$ cat src/rtl/dytr_pkg.sv
// Shared definitions for the dynamic time-redundancy controller: mode codes,
// FSM states and per-mode phase count.
package dytr_pkg;

    localparam logic [1:0] MODE_SIMPLEX = 2'b00;
    localparam logic [1:0] MODE_DUAL    = 2'b01;
    localparam logic [1:0] MODE_TRIPLE  = 2'b10;

    typedef enum logic [1:0] {
        StIdle,
        StRun,
        StRecover,
        StHalt
    } state_e;

    function automatic logic [1:0] nphases(logic [1:0] mode);
        case (mode)
            MODE_SIMPLEX: return 2'd1;
            MODE_DUAL:    return 2'd2;
            default:      return 2'd3;
        endcase
    endfunction

    // Both upper codes select triple redundancy; only one encoding is stored.
    function automatic logic [1:0] norm_mode(logic [1:0] mode);
        return (mode == 2'b11) ? MODE_TRIPLE : mode;
    endfunction

endpackage

$ cat src/rtl/dytr_sat_cnt.sv
// Saturating up-counter with enable, synchronous clear and async active-low reset.
module dytr_sat_cnt #(
    parameter int unsigned W = 8
) (
    input  logic         clk_i,
    input  logic         rst_ni,
    input  logic         en_i,
    input  logic         clr_i,
    output logic [W-1:0] q_o
);

    logic [W-1:0] cnt_q, cnt_d;

    always_comb begin
        cnt_d = cnt_q;
        if (clr_i) begin
            cnt_d = '0;
        end else if (en_i && (cnt_q != {W{1'b1}})) begin
            cnt_d = cnt_q + W'(1);
        end
    end

    always_ff @(posedge clk_i or negedge rst_ni) begin
        if (!rst_ni) begin
            cnt_q <= '0;
        end else begin
            cnt_q <= cnt_d;
        end
    end

    assign q_o = cnt_q;

endmodule

$ cat src/rtl/ctr_dyn_tr.sv
// Central control FSM for dynamic time redundancy: sequences 1..3 phases per
// operand and performs rollback-and-retry on detected dual-mode errors.
module ctr_dyn_tr
    import dytr_pkg::*;
#(
    parameter int unsigned NPH      = 3,
    parameter int unsigned RECLEN   = 2,
    parameter int unsigned MAXRETRY = 3,
    parameter int unsigned CNTW     = 8,
    localparam int unsigned PW      = $clog2(NPH)
) (
    input  logic            clk,
    input  logic            reset,
    input  logic [1:0]      userMode,
    input  logic            userFetch,
    input  logic            fail,
    output logic            userReady,
    output logic [1:0]      modeS,
    output logic [PW-1:0]   phase,
    output logic            fetchA,
    output logic            recov,
    output logic            userFail,
    output logic [CNTW-1:0] errCnt
);

    localparam int unsigned RW = (MAXRETRY < 1) ? 1 : $clog2(MAXRETRY + 1);
    localparam int unsigned CW = (RECLEN < 2) ? 1 : $clog2(RECLEN);

    state_e        state_q, state_d;
    logic [1:0]    mode_q, mode_d;
    logic [PW-1:0] phase_q, phase_d;
    logic          ready_q, ready_d;
    logic          fetch_q, fetch_d;
    logic          recov_q, recov_d;
    logic          ufail_q, ufail_d;

    logic          err_inc, retry_inc, retry_clr;
    logic [RW-1:0] retry_q;
    logic [CW-1:0] rec_q;
    logic [PW-1:0] last_ph;
    logic          retry_hit, rec_done, in_rec;

    assign last_ph   = PW'(nphases(mode_q) - 2'd1);
    assign retry_hit = (32'(retry_q) + 32'd1) >= MAXRETRY;
    assign rec_done  = (rec_q == CW'(RECLEN - 1));
    assign in_rec    = (state_q == StRecover);

    always_comb begin
        state_d   = state_q;
        mode_d    = mode_q;
        phase_d   = phase_q;
        fetch_d   = 1'b0;
        recov_d   = 1'b0;
        ufail_d   = ufail_q;
        err_inc   = 1'b0;
        retry_inc = 1'b0;
        retry_clr = 1'b0;
        unique case (state_q)
            StIdle: begin
                phase_d = '0;
                if (userFetch) begin
                    mode_d  = norm_mode(userMode);
                    state_d = StRun;
                end
            end
            StRun: begin
                if (phase_q != last_ph) begin
                    phase_d = phase_q + PW'(1);
                end else begin
                    phase_d = '0;
                    err_inc = fail;
                    if (fail && (mode_q == MODE_DUAL)) begin
                        // Dual mode cannot correct: roll back, or give up after the retry budget.
                        retry_inc = 1'b1;
                        if (retry_hit) begin
                            state_d = StHalt;
                            ufail_d = 1'b1;
                        end else begin
                            state_d = StRecover;
                            recov_d = 1'b1;
                        end
                    end else begin
                        fetch_d   = 1'b1;
                        retry_clr = 1'b1;
                        if (userFetch) begin
                            mode_d = norm_mode(userMode);
                        end else begin
                            state_d = StIdle;
                        end
                    end
                end
            end
            StRecover: begin
                phase_d = '0;
                if (rec_done) begin
                    state_d = StRun;
                end else begin
                    recov_d = 1'b1;
                end
            end
            StHalt: begin
                ufail_d = 1'b1;
            end
            default: state_d = StIdle;
        endcase
        ready_d = (state_d == StIdle) ||
                  ((state_d == StRun) && (phase_d == PW'(nphases(mode_d) - 2'd1)));
    end

    always_ff @(posedge clk or negedge reset) begin
        if (!reset) begin
            state_q <= StIdle;
            mode_q  <= MODE_SIMPLEX;
            phase_q <= '0;
            ready_q <= 1'b1;
            fetch_q <= 1'b0;
            recov_q <= 1'b0;
            ufail_q <= 1'b0;
        end else begin
            state_q <= state_d;
            mode_q  <= mode_d;
            phase_q <= phase_d;
            ready_q <= ready_d;
            fetch_q <= fetch_d;
            recov_q <= recov_d;
            ufail_q <= ufail_d;
        end
    end

    dytr_sat_cnt #(.W(CNTW)) u_err_cnt (
        .clk_i  (clk),
        .rst_ni (reset),
        .en_i   (err_inc),
        .clr_i  (1'b0),
        .q_o    (errCnt)
    );

    dytr_sat_cnt #(.W(RW)) u_retry_cnt (
        .clk_i  (clk),
        .rst_ni (reset),
        .en_i   (retry_inc),
        .clr_i  (retry_clr),
        .q_o    (retry_q)
    );

    dytr_sat_cnt #(.W(CW)) u_rec_cnt (
        .clk_i  (clk),
        .rst_ni (reset),
        .en_i   (in_rec),
        .clr_i  (!in_rec),
        .q_o    (rec_q)
    );

    assign userReady = ready_q;
    assign modeS     = mode_q;
    assign phase     = phase_q;
    assign fetchA    = fetch_q;
    assign recov     = recov_q;
    assign userFail  = ufail_q;

endmodule

$ cat config.mk
export PLATFORM = sky130hd
export DESIGN_NAME = ctr_dyn_tr
export DESIGN_NICKNAME = d
export VERILOG_FILES = /design/src/rtl/dytr_pkg.sv /design/src/rtl/dytr_sat_cnt.sv /design/src/rtl/ctr_dyn_tr.sv
export SDC_FILE = /design/constraint.sdc
export NUM_CORES = 1
export LEC_CHECK = 0
export ABC_AREA = 1
export BUFFER_PORTS_ARGS = -buffer_cell sky130_fd_sc_hd__buf_2
export CAP_MARGIN = 20
export CORE_UTILIZATION = 57
export CTS_BUF_LIST = sky130_fd_sc_hd__clkbuf_8
export DETAILED_ROUTE_END_ITERATION = 6
export PLACE_DENSITY = 0.87
export SLEW_MARGIN = 25
export SYNTH_ARGS = -nofsm -noshare
export SYNTH_HDL_FRONTEND = slang
export SYNTH_SLANG_ARGS = --single-unit
export TNS_END_PERCENT = 30
$ cat constraint.sdc
create_clock -name clk -period 2 [get_ports clk]
set_input_delay 0.2 -clock clk [delete_from_list [all_inputs] [get_ports clk]]
set_output_delay 0.2 -clock clk [all_outputs]
set_load 0.01 [all_outputs]
# --- Word-level counts from Yosys, hierarchy flattened ---
# Cells that the tools add are included.
word_totals:
  mem_count: 0
  latch_bits: 0
  romBits: 0
  inputBits: 6
  ramBits: 0
  output_inout_bits: 16
  ff_bits: 21
op_classes:
  order_cmp: 1
  div_mod_pow: 0
  multipliers: 0
  n_shift: 0
  n_eq_ne: 15
  muxes: 37
  n_bitwise: 1
  addsub: 7
  n_reduce_logical: 14
op_table:
  columns: ["op", "n"]
  rows:
  - ["$mux W2", 12]
  - ["$mux W1", 18]
  - ["$pmux W2 S2", 4]
  - ["$ne A2 B2 Y1 const B", 5]
  - ["$add A8 B1 Y8 const B", 1]
  - ["$eq A2 B1 Y1 const B", 4]
  - ["$logic_not A2 Y1", 4]
  - ["$ne A8 B8 Y1 const B", 1]
  - ["$eq A2 B2 Y1 const B", 3]
  - ["$pmux W2 S3", 1]
  - ["$logic_and A1 B1 Y1", 5]
  - ["$add A2 B1 Y2 const B", 2]
  - ["$pmux W1 S2", 2]
  - ["$reduce_and A4 Y1", 1]
  - ["$reduce_bool A2 Y1", 2]
  - ["$sub A2 B1 Y2 const B", 2]
  - ["$add A2 B1 Y3 const B", 1]
  - ["$ge A3 B2 Y1 const B", 1]
  - ["$eq A2 B2 Y1", 1]
  - ["$ne A2 B2 Y1", 1]
  - ["$reduce_or A2 Y1", 1]
  - ["$add A1 B1 Y1 const B", 1]
  - ["$logic_or A1 B1 Y1", 1]
  - ["$not A1 Y1", 1]

# --- Longest topological paths before layout ---
depth:
  depth_word: 12
  depth_mapped: 13

# --- Hierarchy ---
# From an unflattened synthesis, not the netlist that was laid out.
unflattened:
  cells_unflattened: 201
  hier_area_um2: 1435.1
by_module_without_submodules:
  columns: ["module", "area_per_inst_um2", "instances", "seq_area_each_um2", "cells_per_inst"]
  rows:
  - ["ctr_dyn_tr", 784.5, 1, 251.5, 111]
  - ["dytr_sat_cnt at u_err_cnt", 511.7, 1, 200.2, 74]
  - ["dytr_sat_cnt at u_retry_cnt", 106.4, 1, 50.0, 13]
  - ["dytr_sat_cnt at u_rec_cnt", 32.5, 1, 25.0, 3]

# --- Worst setup path before layout ---
# OpenSTA, ideal clock, no wires.
synth_path:
  path_type: "register to register"
  startpoint: "register state_q[1]"
  endpoint: "register u_err_cnt.cnt_q[6] (netlist: u_err_cnt.q_o[6])"
  stages_incl_launch_ff: 12
  setup_slack_ps: 398
  n_path_buf: 1
  synth_period_minus_slack_ps: 1602
  arrival_ps: 1476
  cell_sequence: "dfrtp_1 > inv_1 > ha_1 > buf_2 > inv_1 > nor2_4 > nand3_4 > clkinv_2 > nand2_2 > nor2_2 > nand2_2 > xnor2_2"
synth_via:
  elab_chain_len: 3
synth_rtl:
  columns: ["item", "line_no", "source"]
  rows:
  - ["from (decl)", "ctr_dyn_tr.sv:29", "state_e state_q, state_d;"]
  - ["from (signal assigned)", "ctr_dyn_tr.sv:112", "state_q <= StIdle;"]
  - ["from (signal assigned)", "ctr_dyn_tr.sv:120", "state_q <= state_d;"]
  - ["$eq A2 B1 Y1", "ctr_dyn_tr.sv:58", "unique case (state_q)"]
  - ["$mux W1", "ctr_dyn_tr.sv:58", null]
  - ["$logic_and A1 B1 Y1", "dytr_sat_cnt.sv:18", "end else if (en_i && (cnt_q != {W{1'b1}})) begin"]
  - ["to (signal assigned)", "dytr_sat_cnt.sv:27", "cnt_q <= cnt_d;"]
  - ["to (decl)", "dytr_sat_cnt.sv:12", "logic [W-1:0] cnt_q, cnt_d;"]
# Every way passes these cells.
# A chain may end at the register's enable or synchronous reset.

# --- Worst setup path in the final report ---
# Ends and elaborated chain as after synthesis.

==> impl_metrics.tcl <==
set metrics [dict create \
    clockBufferDepth 2 \
    ant_nets 0 \
    io_buffers 21 \
    hold_viol 0 \
    syn2layout_area_growth_pct 14.67 \
    rsz0062_at_grt "no" \
    hp-class "in -> reg" \
    vias 1168 \
    clk_latency_ns 0.26 \
    vdd_ir_drop_max_mv 0.9035 \
    dpl.hpwl_um 2081 \
    status "complete, no violations" \
    startpoint "state_q[1]$_DFF_PN0_" \
    core_area_um2 2042 \
    path_max_fanout 9 \
    cts_buffers 3 \
    cp.arrival_ns 1.93 \
    crit_path_cell_trace "inv_1 -> ha_2 -> inv_1 -> nor2_4 -> nand3_4 -> clkinv_2 -> nand2_2 -> nor2_2 -> nand2_2 -> xnor2_2" \
    path_class "reg -> reg" \
    met1_usage_pct 29.61 \
    cap_violations 0 \
    crit_family "simple AND/OR/NAND/NOR gates" \
    layout_setup_ws_ns 0.2219 \
    fin_crit_sh_pct 88.90 \
    path_depth 10 \
    ys_ff_latch 21 \
    final_nets 205 \
    start_util_pct 63.05 \
    synth.cell_area_um2 1287 \
    synth_cell_type_count 26 \
    vias_per_cell 5.382 \
    clock_skew_ns 0.004488 \
    tritoncts "done" \
    clk_pin_slew_ns 0.08 \
    r2r_cells 10 \
    cp-end-kind "flip-flop" \
    met2_usage_pct 44.82 \
    drtIter0Drc 36 \
    fin_setup_tns_ns 0 \
    dieArea_um2 2453 \
    power_mw 2.184 \
    use_met3_pct 5.556 \
    row_count 16 \
    dp_slack_ns 0.1736 \
    antenna_found_initial 0 \
    grt_max_degree 22 \
    worstReg2RegStart "state_q[1]$_DFF_PN0_" \
    root_buffer "clkbuf_8" \
    drive_above_1_share_pct 21.58 \
    path_buf_inv 3 \
    htreeDepth 1 \
    min-delay-start "fail" \
    die_w_um 49.53 \
    worst_pin_slew_ns 0.4631 \
    fin_crit_ns 1.778 \
    drv_slew 0 \
    grt_pass1_wl_um 4602 \
    yosys_warnings 0 \
    max-slew-margin-rel_pct 69.13 \
    diodes 0 \
    seq_area_frac_synth_pct 40.91 \
    critPathRequiredTime_ns 2.15 \
    ios 22 \
    crit_path_start_kind "flip-flop" \
    wl_per_cell_um 12.72 \
    final_cell_mix "51 x nand2_1, 22 x inv_1, 21 x buf_2, 20 x dfrtp_1, 13 x nand3_1" \
    max_freq_mhz 562.4 \
    whs_path_depth 3 \
    reg2reg_slack_ns 0.22 \
    syn_nets 180 \
    setup_viol 0 \
    dieHeight_um 49.53 \
    first_pass_iters 4 \
    fillers 175 \
    totalWireLength_um 2761 \
    grt_pass1_vias 1070 \
    syn_inst 166 \
    final_common_cell "nand2_1" \
    cp_slowest_stage_delay_ns 0.42 \
    p_per_area_nw_per_um2 1479 \
    grt_use_total_pct 25.25 \
    leakagePower_nw 0.8148 \
    slowest_stage "dfrtp_1" \
    grt_busiest_layer "met2" \
    syn_area_per_cell_um2 7.756 \
    grt_overflow_total 0 \
    cts.sinks 21 \
    gp_congestion 0.8663 \
    drc 0 \
    post_cts_buffers 0 \
]
[layer usage]
| metal | routed length [um] | part of all wire [%] |
|---|---|---|
| met2 | 1411 | 51 |
| met5 | 0 | 0 |
| met3 | 107 | 3.9 |
| met1 | 1200 | 43 |
| met4 | 42 | 1.5 |
[cell families (layout without fill, tap and decap cells)]
group / after synthesis / after routing / synth area share (%)
AND/OR/NAND/NOR: 90 / 90 / 32.85
buffers and inverters: 26 / 50 / 7.773
flip-flops: 21 / 21 / 40.91
AO/OA/AOI/OAI: 15 / 15 / 6.025
adder cells (fa/ha/maj): 8 / 8 / 7.775
XOR/XNOR: 6 / 6 / 4.666
[where the power goes]
group,internal [mW],switching (mW)
Clock,0.139,0.139
Sequential,0.563,0.133
Combinational,0.422,0.788
[sequential cells by signal (all words and copies together), names as in the netlist]
name / count
modeS: 2
recov: 1
userFail: 1
state_q: 2
u_err_cnt.q_o: 8
u_rec_cnt.q_o: 1
u_retry_cnt.q_o: 2
userReady: 1
fetchA: 1
phase: 2
[what timing repair did]
item | in CTS | in global routing
endpoints found under the setup margin | 0 | 2
hold buffers | 1 | 0
endpoints found under the hold margin | 20 | 0
resized for setup | 0 | 1
[area by class of cell]
class	count	area [um^2]	share of cell area, %
multi-input combinational	119	663.1	44.92
sequential	21	526.8	35.68
timing repair buffer	22	115.1	7.797
inverter	24	91.34	6.186
clock buffer	3	41.29	2.797
tap	27	33.78	2.288
clock inverter	1	5.005	0.3390
[metrics by stage]
stage / utilization, % / cells / cell area, um^2 / hold WS [ns]
2_1_floorplan: - / 166 / 1287 / -0.09559
3_3_place_gp: 69.42 / 212 / 1418 / 0.1713
3_5_place_dp: 69.42 / 212 / 1418 / 0.1781
4_1_cts: 72.18 / 217 / 1474 / 0.3195
5_1_grt: 72.30 / 217 / 1476 / 0.3094
6_report: 72.30 / 217 / 1476 / 0.3164
[final timing paths]
| path | endpoint |
|---|---|
| worst min register to register | userFail$_DFFE_PN0P_ |
| worst min-delay path | u_err_cnt.q_o[0]$_DFFE_PN0P_ |
| min in group asynchronous | u_retry_cnt.q_o[1]$_DFFE_PN0P_ |
| worst max-delay path | u_err_cnt.q_o[6]$_DFFE_PN0P_ |
| max in group asynchronous | userReady$_DFF_PN1_ |
| worst max register to register | u_err_cnt.q_o[6]$_DFFE_PN0P_ |
[tightest hold or removal path: cells and delay by family]
| kind | cells | cell delay (ns) |
|---|---|---|
| xor gates and xnor gates | 1 | 0.07 |
| and+or+nand+nor | 1 | 0.13 |
| buffers and inverters | 1 | 0.14 |
[synthesized netlist by cell type, drive strengths merged]
| cell | number | area (um^2) |
|---|---|---|
| nand2 | 57 | 234.0 |
| inv | 23 | 86.33 |
| dfrtp | 20 | 500.5 |
| nand3 | 15 | 92.59 |
| nor2 | 12 | 62.56 |
| o21ai | 9 | 45.04 |
| ha | 8 | 100.1 |
| a21oi | 5 | 25.02 |
| nand4 | 3 | 18.77 |
| nor3 | 3 | 15.01 |
| xnor2 | 3 | 33.79 |
| xor2 | 3 | 26.28 |
| a21boi | 1 | 7.510 |
| buf | 1 | 5.000 |
| clkbuf | 1 | 3.750 |
| clkinv | 1 | 5.000 |
| dfstp | 1 | 26.28 |
No activity file was read; power rests on OpenSTA's default activity.
